--- src/rtl/demux_pkg.sv ---
// Shared constants and select decode for the 1-to-5 sample distributor.
package demux_pkg;

    localparam int DATA_W = 12;
    localparam int NUM_CH = 5;
    localparam int SEL_W  = 3;
    localparam int CNT_W  = 8;
    localparam int CH_W   = SEL_W;

    // Out-of-range selects fall back here, matching the 5-to-1 mux default arm.
    localparam logic [CH_W-1:0] CH_DEFAULT = '0;

    typedef struct packed {
        logic [CH_W-1:0] ch;
        logic            misroute;
    } sel_map_t;

    // Map a raw select to a channel index; selects beyond the last channel are misroutes.
    function automatic sel_map_t map_sel(input logic [SEL_W-1:0] sel);
        sel_map_t m;
        if (int'(sel) < NUM_CH) begin
            m.ch       = sel;
            m.misroute = 1'b0;
        end else begin
            m.ch       = CH_DEFAULT;
            m.misroute = 1'b1;
        end
        return m;
    endfunction

endpackage

--- src/rtl/demux_ch_slot.sv ---
// One-entry holding register with a valid/ready drain side.
module demux_ch_slot
    import demux_pkg::*;
(
    input  logic              clk,
    input  logic              rst_n,
    input  logic              wr_en,
    input  logic [DATA_W-1:0] wr_data,
    input  logic              rd_ready,
    output logic              valid,
    output logic [DATA_W-1:0] data
);

    logic              valid_q, valid_d;
    logic [DATA_W-1:0] data_q, data_d;

    // A write wins over a drain so a same-cycle drain+write keeps the slot full.
    always_comb begin
        valid_d = valid_q;
        data_d  = data_q;
        if (wr_en) begin
            valid_d = 1'b1;
            data_d  = wr_data;
        end else if (valid_q && rd_ready) begin
            valid_d = 1'b0;
        end
    end

    // Slot state; reset discards any held word.
    always_ff @(posedge clk or negedge rst_n) begin
        if (!rst_n) begin
            valid_q <= 1'b0;
            data_q  <= '0;
        end else begin
            valid_q <= valid_d;
            data_q  <= data_d;
        end
    end

    assign valid = valid_q;
    assign data  = data_q;

endmodule

--- src/rtl/demux1to5_dist.sv ---
// 1-to-5 distributor: routes each accepted word into its channel's holding slot
// and counts words whose select is out of range.
module demux1to5_dist
    import demux_pkg::*;
(
    input  logic                     clk,
    input  logic                     rst_n,
    input  logic [DATA_W-1:0]        in_data,
    input  logic [SEL_W-1:0]         in_sel,
    input  logic                     in_valid,
    output logic                     in_ready,
    output logic [NUM_CH*DATA_W-1:0] out_data,
    output logic [NUM_CH-1:0]        out_valid,
    input  logic [NUM_CH-1:0]        out_ready,
    output logic [CNT_W-1:0]         misroute_cnt,
    output logic                     misroute_pulse
);

    sel_map_t          sel_map;
    logic              accept;
    logic [NUM_CH-1:0] wr_en;

    logic [CNT_W-1:0]  misroute_cnt_q, misroute_cnt_d;
    logic              misroute_pulse_q, misroute_pulse_d;

    // Decode destination and derive readiness from that channel alone.
    always_comb begin
        sel_map  = map_sel(in_sel);
        in_ready = !out_valid[sel_map.ch] || out_ready[sel_map.ch];
        accept   = in_valid && in_ready;
        wr_en    = '0;
        for (int k = 0; k < NUM_CH; k++) begin
            if (accept && (sel_map.ch == k[CH_W-1:0])) begin
                wr_en[k] = 1'b1;
            end
        end
    end

    genvar g;
    generate
        for (g = 0; g < NUM_CH; g++) begin : g_slot
            demux_ch_slot u_slot (
                .clk      (clk),
                .rst_n    (rst_n),
                .wr_en    (wr_en[g]),
                .wr_data  (in_data),
                .rd_ready (out_ready[g]),
                .valid    (out_valid[g]),
                .data     (out_data[g*DATA_W +: DATA_W])
            );
        end
    endgenerate

    // Next misroute count saturates at all-ones; pulse marks every misrouted accept.
    always_comb begin
        misroute_pulse_d = accept && sel_map.misroute;
        misroute_cnt_d   = misroute_cnt_q;
        if (misroute_pulse_d && (misroute_cnt_q != {CNT_W{1'b1}})) begin
            misroute_cnt_d = misroute_cnt_q + 1'b1;
        end
    end

    // Misroute bookkeeping registers.
    always_ff @(posedge clk or negedge rst_n) begin
        if (!rst_n) begin
            misroute_cnt_q   <= '0;
            misroute_pulse_q <= 1'b0;
        end else begin
            misroute_cnt_q   <= misroute_cnt_d;
            misroute_pulse_q <= misroute_pulse_d;
        end
    end

    assign misroute_cnt   = misroute_cnt_q;
    assign misroute_pulse = misroute_pulse_q;

endmodule

--- config.mk ---
export PLATFORM = sky130hd
export DESIGN_NAME = demux1to5_dist
export DESIGN_NICKNAME = d
export VERILOG_FILES = /design/src/rtl/demux_pkg.sv /design/src/rtl/demux_ch_slot.sv /design/src/rtl/demux1to5_dist.sv
export SDC_FILE = /design/constraint.sdc
export NUM_CORES = 1
export LEC_CHECK = 0
export ABC_CLOCK_PERIOD_IN_PS = 1900
export BUFFER_PORTS_ARGS = -buffer_cell sky130_fd_sc_hd__buf_2
export CAP_MARGIN = 20
export CORE_MARGIN = 1.5
export CORE_UTILIZATION = 40
export DETAILED_ROUTE_END_ITERATION = 12
export PLACE_DENSITY = 0.67
export SLEW_MARGIN = 20
export SYNTH_ARGS = -nofsm -noshare
export SYNTH_HDL_FRONTEND = slang
export SYNTH_SLANG_ARGS = --single-unit
--- constraint.sdc ---
create_clock -name clk -period 1.9 [get_ports clk]
set_input_delay 0.095 -clock clk [delete_from_list [all_inputs] [get_ports clk]]
set_output_delay 0.095 -clock clk [all_outputs]
set_load 0.1 [all_outputs]
==> flow_metrics.py <==
metrics = {
    "yosys": {
        "synthMuxAreaShare_pct": 24.35,
        "netlist_area_sq_mm": 0.003139,
        "synth_warnings": 0,
        "syn-num-nets": 230,
        "synth_top_family_by_area": "multiplexers",
        "synth-compound-area-share_pct": 4.344,
        "synth-xor-area-share_pct": 2.232,
        "syn_inst": 206,
        "synthAdderAreaFrac_pct": 0.3986,
        "synth-simple-area-share_pct": 5.899,
        "synth.avg_cell_area_sq_um": 15.24,
        "synthDistinctLibCells": 36,
        "ys_seq_area_share_pct": 58.99,
        "ys_seq_elements": 74,
    },
    "timing": {
        "setup_viol": 29,
        "relSlewSlack_pct": 60.39,
        "min_period_ps": 1942,
        "worst_pin_slew_ps": 594.2,
        "skew_ps": 20.07,
        "finalCritPeriodShare_pct": 102.2,
        "hold_ws_ps": 25.90,
        "hold_viol": 0,
        "max_freq_mhz": 515.0,
        "fin_ws_ps": -41.87,
        "rsz0062_at_grt": "true",
        "drv_slew": 0,
    },
    "die": {
        "start_util_pct": 41.05,
        "die_h_microns": 91.59,
        "pin_count": 98,
        "die_area_sq_mm": 0.008389,
        "die_w_microns": 91.59,
        "placeableCoreArea_sq_mm": 0.007647,
        "row_count": 32,
    },
    "finish": {
        "drive_gt1_share_pct": 66.08,
        "num-nets-final": 358,
        "diodes": 0,
        "fin_cells": 441,
        "area_growth_pct": 40.37,
    },
    "placement": {
        "portBuffers": 97,
        "place_ws_ps": -109.8,
        "placedCellCount": 410,
        "gp_congestion": 0.7564,
        "hpwl_microns": 4867,
    },
    "global_routing": {
        "use_met2_pct": 27.92,
        "grt_overflow": 0,
        "antenna_found_initial": 0,
        "top_usage_layer": "met2",
        "first_global_vias": 2161,
        "grt_max_degree": 46,
        "grt_use_met1_pct": 25.43,
        "grt_usage_pct": 18.19,
        "met3_usage_pct": 3.853,
        "grt_pass1_wl_microns": 11740,
    },
    "drt": {
        "route.detailed.drc": 0,
        "vias": 2113,
        "wl_per_cell_microns": 16.78,
        "drt_iter0_markers": 68,
        "drtPass1Iterations": 5,
        "wl_microns": 7398,
        "vias_per_cell": 4.791,
        "ant_nets": 0,
    },
    "clock_network": {
        "htreeDepth": 3,
        "clk_latency_ps": 350,
        "cts_max_path_buffers": 2,
        "cts_tree": "yes",
        "cts_root_buffer": "clkbuf_8",
        "clkTransAtPathRegs_ps": 90,
        "cts.sink_count": 74,
        "cts_inserted_buffers": 9,
    },
    "worst_setup_path": {
        "endpoint_kind": "flip-flop",
        "r2r_cells": 8,
        "r2r_slack_ps": -40,
        "crit_path_start_kind": "flip-flop",
        "cp_max_fo": 5,
        "required_ps": 2120,
        "reg2reg_from": "g_slot[2].u_slot.valid",
        "arrival_ps": 2160,
        "path_class": "flip-flop to flip-flop",
        "r2r-end": "g_slot[1].u_slot.data[7]",
    },
    "job": {
        "cap_violations": 0,
    },
    "status": {
        "status": "finished with violations",
        "violations": "setup timing",
    },
    "hold_path": {
        "min_path_cells": 3,
        "hp-class": "input port to flip-flop",
        "hold_end": "misroute_pulse",
        "hp-start": "in_valid",
    },
}
## cell usage in the layout (no fill, tap or decap), types with 5 or more instances in the layout
master | synthesis | final
dfrtp_1 | 74 | 67
dfrtp_2 | 0 | 5
xnor2_1 | 6 | 6
inv_1 | 5 | 5
clkbuf_8 | 0 | 9
buf_12 | 0 | 7
buf_4 | 6 | 19
mux2_4 | 18 | 43
mux2_2 | 25 | 18
buf_2 | 2 | 95
## sequential cells by signal (all words and copies together), names as in the netlist
signal               cells
g_slot.u_slot.data      60
misroute_cnt             8
g_slot.u_slot.valid      5
misroute_pulse           1
## critical path: stages (launching register included)
cell      delay (ps)
dfrtp_1          400
nand3b_1         110
a21oi_2           70
o32a_4           390
a21boi_4         180
buf_4            150
nand2_4           80
buf_12           160
mux2_4           290
## through the flow
step | area, sq um | utilization [%] | setup TNS [ps]
6_report | 4407 | 57.62 | -596.7
5_1_grt | 4407 | 57.62 | -3091
4_1_cts | 4323 | 56.53 | -239.3
3_5_place_dp | 3961 | 51.80 | -2531
3_3_place_gp | 3961 | 51.80 | -1444
2_1_floorplan | 3298 | - | -108.3
## how the worst max path moves through the flow
stage,from,end,slack [ps],cells past startpoint
5_1_grt,g_slot[1].u_slot.valid,g_slot[1].u_slot.data[3],-100,8
2_1_floorplan,misroute_cnt[1],misroute_cnt[7],-30,7
3_5_place_dp,in_sel[1],g_slot[3].u_slot.data[1],-110,7
6_report,g_slot[2].u_slot.valid,g_slot[1].u_slot.data[7],-40,8
3_3_place_gp,in_sel[1],g_slot[3].u_slot.data[1],-90,7
4_1_cts,g_slot[0].u_slot.valid,g_slot[0].u_slot.data[6],-30,6
## cells by family (layout without fill, tap and decap cells)
| logic type | count (synthesis) | count (layout) |
|---|---|---|
| flip-flops | 74 | 74 |
| multiplexers | 62 | 62 |
| AND/OR/NAND/NOR | 29 | 29 |
| buffers and inverters | 17 | 150 |
| AO/OA/AOI/OAI | 15 | 15 |
| XOR/XNOR | 8 | 8 |
| adder cells (fa/ha/maj) | 1 | 1 |
## what timing repair did
action	4_1_cts	5_1_grt
gates cloned	0	1
resized for setup	8	5
pin swaps	4	8
buffers inserted	6	5
hold buffers	3	0
endpoints found under the setup margin	37	42
endpoints found under the hold margin	46	0
## final cells by class
class / count / area (sq um)
clock buffer: 9 / 123.9
clock inverter: 7 / 82.58
fill: 649 / 3241
inverter: 5 / 18.77
multi-input combinational: 115 / 1330
sequential: 74 / 1866
tap: 102 / 127.6
timing repair buffer: 129 / 858.3
## metal layers
metal	part of all wire (%)	wire, microns
met1	47	3452
met2	48	3553
met3	3.9	285
met4	1.4	107
met5	0	0
## synthesized netlist by cell type
| library cell | count | area [sq um] |
|---|---|---|
| a21boi_4 | 1 | 18.77 |
| a21o_1 | 2 | 15.01 |
| a21oi_1 | 2 | 10.01 |
| a21oi_2 | 1 | 8.760 |
| a22o_1 | 1 | 8.760 |
| a31oi_1 | 1 | 6.260 |
| and2_4 | 2 | 17.52 |
| and3_1 | 3 | 18.77 |
| and3b_1 | 1 | 8.760 |
| buf_2 | 2 | 10.01 |
| buf_4 | 6 | 45.04 |
| buf_6 | 4 | 45.04 |
| dfrtp_1 | 74 | 1852 |
| ha_1 | 1 | 12.51 |
| inv_1 | 5 | 18.77 |
| mux2_1 | 18 | 202.7 |
| mux2_2 | 25 | 281.5 |
| mux2_4 | 18 | 270.3 |
| mux2i_1 | 1 | 10.01 |
| nand2_1 | 2 | 7.510 |
| nand2_2 | 3 | 18.77 |
| nand2b_1 | 2 | 12.51 |
| nand3_1 | 2 | 10.01 |
| nand3b_1 | 3 | 22.52 |
| nand4_1 | 4 | 25.02 |
| nand4_2 | 1 | 12.51 |
| nor2_1 | 3 | 11.26 |
| nor2_2 | 1 | 6.260 |
| nor3b_1 | 1 | 7.510 |
| o21a_1 | 2 | 15.01 |
| o21ai_0 | 3 | 15.01 |
| o32a_4 | 1 | 22.52 |
| o32ai_2 | 1 | 16.27 |
| or2_1 | 1 | 6.260 |
| xnor2_1 | 6 | 52.55 |
| xor2_1 | 2 | 17.52 |
Power is left out: the tool's default activity adds up to more than one toggle a clock period on the data nets, which glitch-free logic cannot reach.
